`src/rtl/led_pwm_fader.sv`:
```
// PWM LED driver with a linear fade-out "comet tail" on channels that switch off.
// Define LED_FADE_TRAIL_EN for the decaying tail; otherwise off channels go dark at the next frame.
module led_pwm_fader #(
    parameter int CHANNELS    = 6,
    parameter int PWM_DIV     = 4,
    parameter int FADE_FRAMES = 400,
    parameter int FADE_STEP   = 8
) (
    input  logic                sys_clk,
    input  logic                sys_rst,
    input  logic [CHANNELS-1:0] pat_in,
    input  logic [7:0]          bright,
    output logic [CHANNELS-1:0] led_out,
    output logic                frame_start
);

    localparam int DIV_W = (PWM_DIV > 1) ? $clog2(PWM_DIV) : 1;
    localparam logic [DIV_W-1:0] DIV_MAX = DIV_W'(PWM_DIV - 1);

    if (PWM_DIV < 1 || FADE_FRAMES < 1 || FADE_STEP < 1 || FADE_STEP > 255) begin : g_bad_params
        $error("led_pwm_fader: parameter out of range");
    end

    logic [CHANNELS-1:0] pat_q;
    logic [DIV_W-1:0]    div_cnt_q, div_cnt_d;
    logic [7:0]          pwm_cnt_q, pwm_cnt_d;
    logic [7:0]          level_q [CHANNELS];
    logic [7:0]          level_d [CHANNELS];
    logic [CHANNELS-1:0] led_q, led_d;
    logic                frame_start_q;
    logic                pwm_tick;
    logic                frame_end;

    assign pwm_tick  = (div_cnt_q == DIV_MAX);
    assign frame_end = pwm_tick && (pwm_cnt_q == 8'd255);

    always_comb begin
        div_cnt_d = pwm_tick ? '0 : div_cnt_q + DIV_W'(1);
        pwm_cnt_d = pwm_tick ? pwm_cnt_q + 8'd1 : pwm_cnt_q;
    end

`ifdef LED_FADE_TRAIL_EN
    localparam int FR_W = (FADE_FRAMES > 1) ? $clog2(FADE_FRAMES) : 1;
    localparam logic [FR_W-1:0] FR_MAX = FR_W'(FADE_FRAMES - 1);
    localparam logic [7:0] STEP8 = 8'(FADE_STEP);

    logic [FR_W-1:0] frame_cnt_q, frame_cnt_d;
    logic            fade_tick;

    assign fade_tick = frame_end && (frame_cnt_q == FR_MAX);

    always_comb begin
        frame_cnt_d = frame_cnt_q;
        if (frame_end) begin
            frame_cnt_d = (frame_cnt_q == FR_MAX) ? '0 : frame_cnt_q + FR_W'(1);
        end
    end

    always_ff @(posedge sys_clk) begin
        if (sys_rst) begin
            frame_cnt_q <= '0;
        end else begin
            frame_cnt_q <= frame_cnt_d;
        end
    end
`endif

    // Levels change only at frame boundaries so a frame never mixes two duty cycles.
    always_comb begin
        for (int i = 0; i < CHANNELS; i++) begin
            level_d[i] = level_q[i];
            if (frame_end) begin
                if (!pat_q[i]) begin
                    level_d[i] = bright;
`ifdef LED_FADE_TRAIL_EN
                end else if (fade_tick) begin
                    level_d[i] = (level_q[i] > STEP8) ? level_q[i] - STEP8 : 8'd0;
`else
                end else begin
                    level_d[i] = 8'd0;
`endif
                end
            end
        end
    end

    always_comb begin
        for (int i = 0; i < CHANNELS; i++) begin
            led_d[i] = ~(pwm_cnt_q < level_q[i]);
        end
    end

    always_ff @(posedge sys_clk) begin
        if (sys_rst) begin
            pat_q         <= '1;
            div_cnt_q     <= '0;
            pwm_cnt_q     <= '0;
            led_q         <= '1;
            frame_start_q <= 1'b0;
            for (int i = 0; i < CHANNELS; i++) begin
                level_q[i] <= 8'd0;
            end
        end else begin
            pat_q         <= pat_in;
            div_cnt_q     <= div_cnt_d;
            pwm_cnt_q     <= pwm_cnt_d;
            led_q         <= led_d;
            frame_start_q <= frame_end;
            for (int i = 0; i < CHANNELS; i++) begin
                level_q[i] <= level_d[i];
            end
        end
    end

    assign led_out     = led_q;
    assign frame_start = frame_start_q;

endmodule
```
`config.mk`:
```
export PLATFORM = sky130hd
export DESIGN_NAME = led_pwm_fader
export DESIGN_NICKNAME = d
export VERILOG_FILES = /design/src/rtl/led_pwm_fader.sv
export SDC_FILE = /design/constraint.sdc
export NUM_CORES = 1
export LEC_CHECK = 0
export ABC_AREA = 1
export CAP_MARGIN = 20
export CORE_ASPECT_RATIO = 1.4
export CORE_MARGIN = 2
export CORE_UTILIZATION = 55
export DETAILED_ROUTE_END_ITERATION = 10
export HOLD_SLACK_MARGIN = 0.1
export PLACE_DENSITY = 0.81
export SYNTH_ARGS = -nofsm -noshare
export SYNTH_HDL_FRONTEND = slang
export SYNTH_SLANG_ARGS = --single-unit
```
`constraint.sdc`:
```
create_clock -name sys_clk -period 4.2 [get_ports sys_clk]
set_input_delay 0.84 -clock sys_clk [delete_from_list [all_inputs] [get_ports sys_clk]]
set_output_delay 0.84 -clock sys_clk [all_outputs]
set_load 0.01 [all_outputs]
```
==> metrics.yaml <==
fmax_ghz: 0.449
drtIter0Drc: 195
crit_fanout: 37
worstPathArrival_ps: 2490
dr.pass1.iters: 4
grt_pass1_wl_mm: 15.1
ctsResizeCount: 0
netlist.top_cell.by_area: "dfxtp_1"
area_growth_pct: 11.3
syn-num-nets: 665
crit_path_end_kind: "register"
cts_setup_buffers: 0
drcViolationCount: 0
p_leak_nw: 2.17
regArea_um2: 1420
crit_type: "register to register"
grt_max_degree: 61
avgSynthCellArea_um2: 6.74
final_common_cell: "nand2_1"
hold_depth: 1
pin_count: 23
diodes: 0
cts_buffers: 9
ys_types: 26
synth.mux.area_fraction: 0
yosysWarnings: 0
coreArea_um2: 7270
final_cell_mix: "nand2_1, nor2_1, inv_1"
wl_per_cell_um: 12.1
dr_total_vias: 3622
io_buffers: 22
multiInputGateArea_um2: 2200
netlist_instances: 605
final_cell_area_um2: 4540
start_util: 0.561
peakVddDrop_mv: 0.322
hold_class: "register to register"
nets: 680
track_usage: 0.233
syn-cell-area_um2: 4080
clock_tree.buffer_depth: 2
tns_ps: 0
ant_nets: 0
synth-compound-area-share: 0.0304
htree_levels: 3
slew_viol_final: 0
clkLatencyLatePin_ps: 370
status: "finished clean"
synth_adder_area_share: 0.135
post-route-period-util: 0.530
die_y_um: 106
reg2reg_depth: 6
slew_headroom: 0.444
drv_cap: 0
placed_cell_area_um2: 4280
postCtsHoldBufs: 0
root_buffer: "clkbuf_8"
cts_sinks: 71
fin_crit_ps: 2230
die_w_um: 76.8
yosysTopAreaCellShare: 0.349
synth_top_family_by_area: "simple AND/OR/NAND/NOR gates"
cts_tree: "done"
worst_hold_slack_ps: 434
dieArea_um2: 8130
ys_ff_latch: 71
fillers: 691
finalHoldViolCount: 0
cp.required_ps: 4460
routed_wirelength_mm: 8.74
routabilityCongestion: 0.807
drive_gt1_frac: 0.0496
cellPowerDensity_nw_per_um2: 331
synthXorXnorAreaFrac: 0
via_per_inst: 5.02
rows: 37
hpwlAfterDp_mm: 5.97
synth_simple_gate_area_share: 0.374
antenna_found_initial: 0
ys_seq_area_frac: 0.349
synth_area_leaders: "dfxtp_1, nand2_1, ha_1"
setup_viol: 0
critPathLaunchType: "register"
grt_pass1_vias: 3386
clock_skew_ps: 12.1
rsz0062_at_grt: "no"
dp_cells: 706
grt-ovfl-total: 0
worst_slew_pin_slew_ps: 832
clk_pin_slew_worst_paths_ps: 80
final_cells: 722
registers in the layout, summed over array words and instances (netlist names):
| register | flops |
|---|---|
| frame_start | 1 |
| pat_q | 6 |
| div_cnt_q | 2 |
| level_q | 48 |
| pwm_cnt_q | 8 |
| led_out | 6 |
per-layer routing:
layer / vias to the layer above / part of all wire / GRT usage
li1: 1882 / - / -
met1: 1636 / 0.41 / 0.261
met2: 82 / 0.51 / 0.420
met3: 22 / 0.043 / 0.0454
met4: 0 / 0.036 / 0.108
met5: - / 0 / 0
worst max-delay path: stages (launching register included):
cell and delay [ps]:
dfxtp_1 580, ha_1 270, nand3_1 190, nor2_4 720, nand3_1 200, nand2_1 120, nor2_1 40
synth_stat cells:
library cell and number:
a21oi_1 18, a31oi_1 1, and3_1 5, buf_2 5
buf_4 5, buf_6 3, clkbuf_1 3, clkbuf_8 3
clkinv_1 1, dfxtp_1 71, ha_1 44, inv_1 80
inv_2 1, nand2_1 170, nand2_2 2, nand2_4 1
nand3_1 46, nand3_4 1, nor2_1 128, nor2_4 3
nor2_8 1, nor3_1 1, nor3b_1 1, o21a_1 1
o21ai_0 4, or2_2 6
worst paths after layout:
kind                startpoint             to  slack (ps)
hold / removal    div_cnt_q[0]   div_cnt_q[0]         430
setup reg to reg  pwm_cnt_q[1]  level_q[1][1]        1970
hold reg to reg   div_cnt_q[0]   div_cnt_q[0]         430
setup / recovery  pwm_cnt_q[1]  level_q[1][1]        1970
final cells by class:
cell class,count,area share
multi-input combinational,433,0.485
clock inverter,6,0.0292
clock buffer,10,0.0281
inverter,82,0.0678
tap,97,0.0267
timing repair buffer,23,0.0502
sequential,71,0.313
where the power goes:
part	switching (mW)	internal, mW
Sequential	0.00705	0.682
Combinational	0.0544	0.0391
Clock	0.265	0.454
Total	0.326	1.17
per-stage QoR:
step / total power [mW] / util / worst slack (ps)
after floorplan: 0.761 / - / 2640
after global placement: 0.795 / 0.589 / 1750
after detailed placement: 0.798 / 0.589 / 1710
after CTS: 1.51 / 0.624 / 2000
after global routing: 1.55 / 0.624 / 1730
final: 1.50 / 0.624 / 1970
cell families after synthesis:
family / after synthesis
buffers and inverters: 101
adder cells (fa/ha/maj): 44
AND/OR/NAND/NOR: 365
AO/OA/AOI/OAI: 24
flip-flops: 71
No activity file was read; power rests on OpenSTA's default activity.
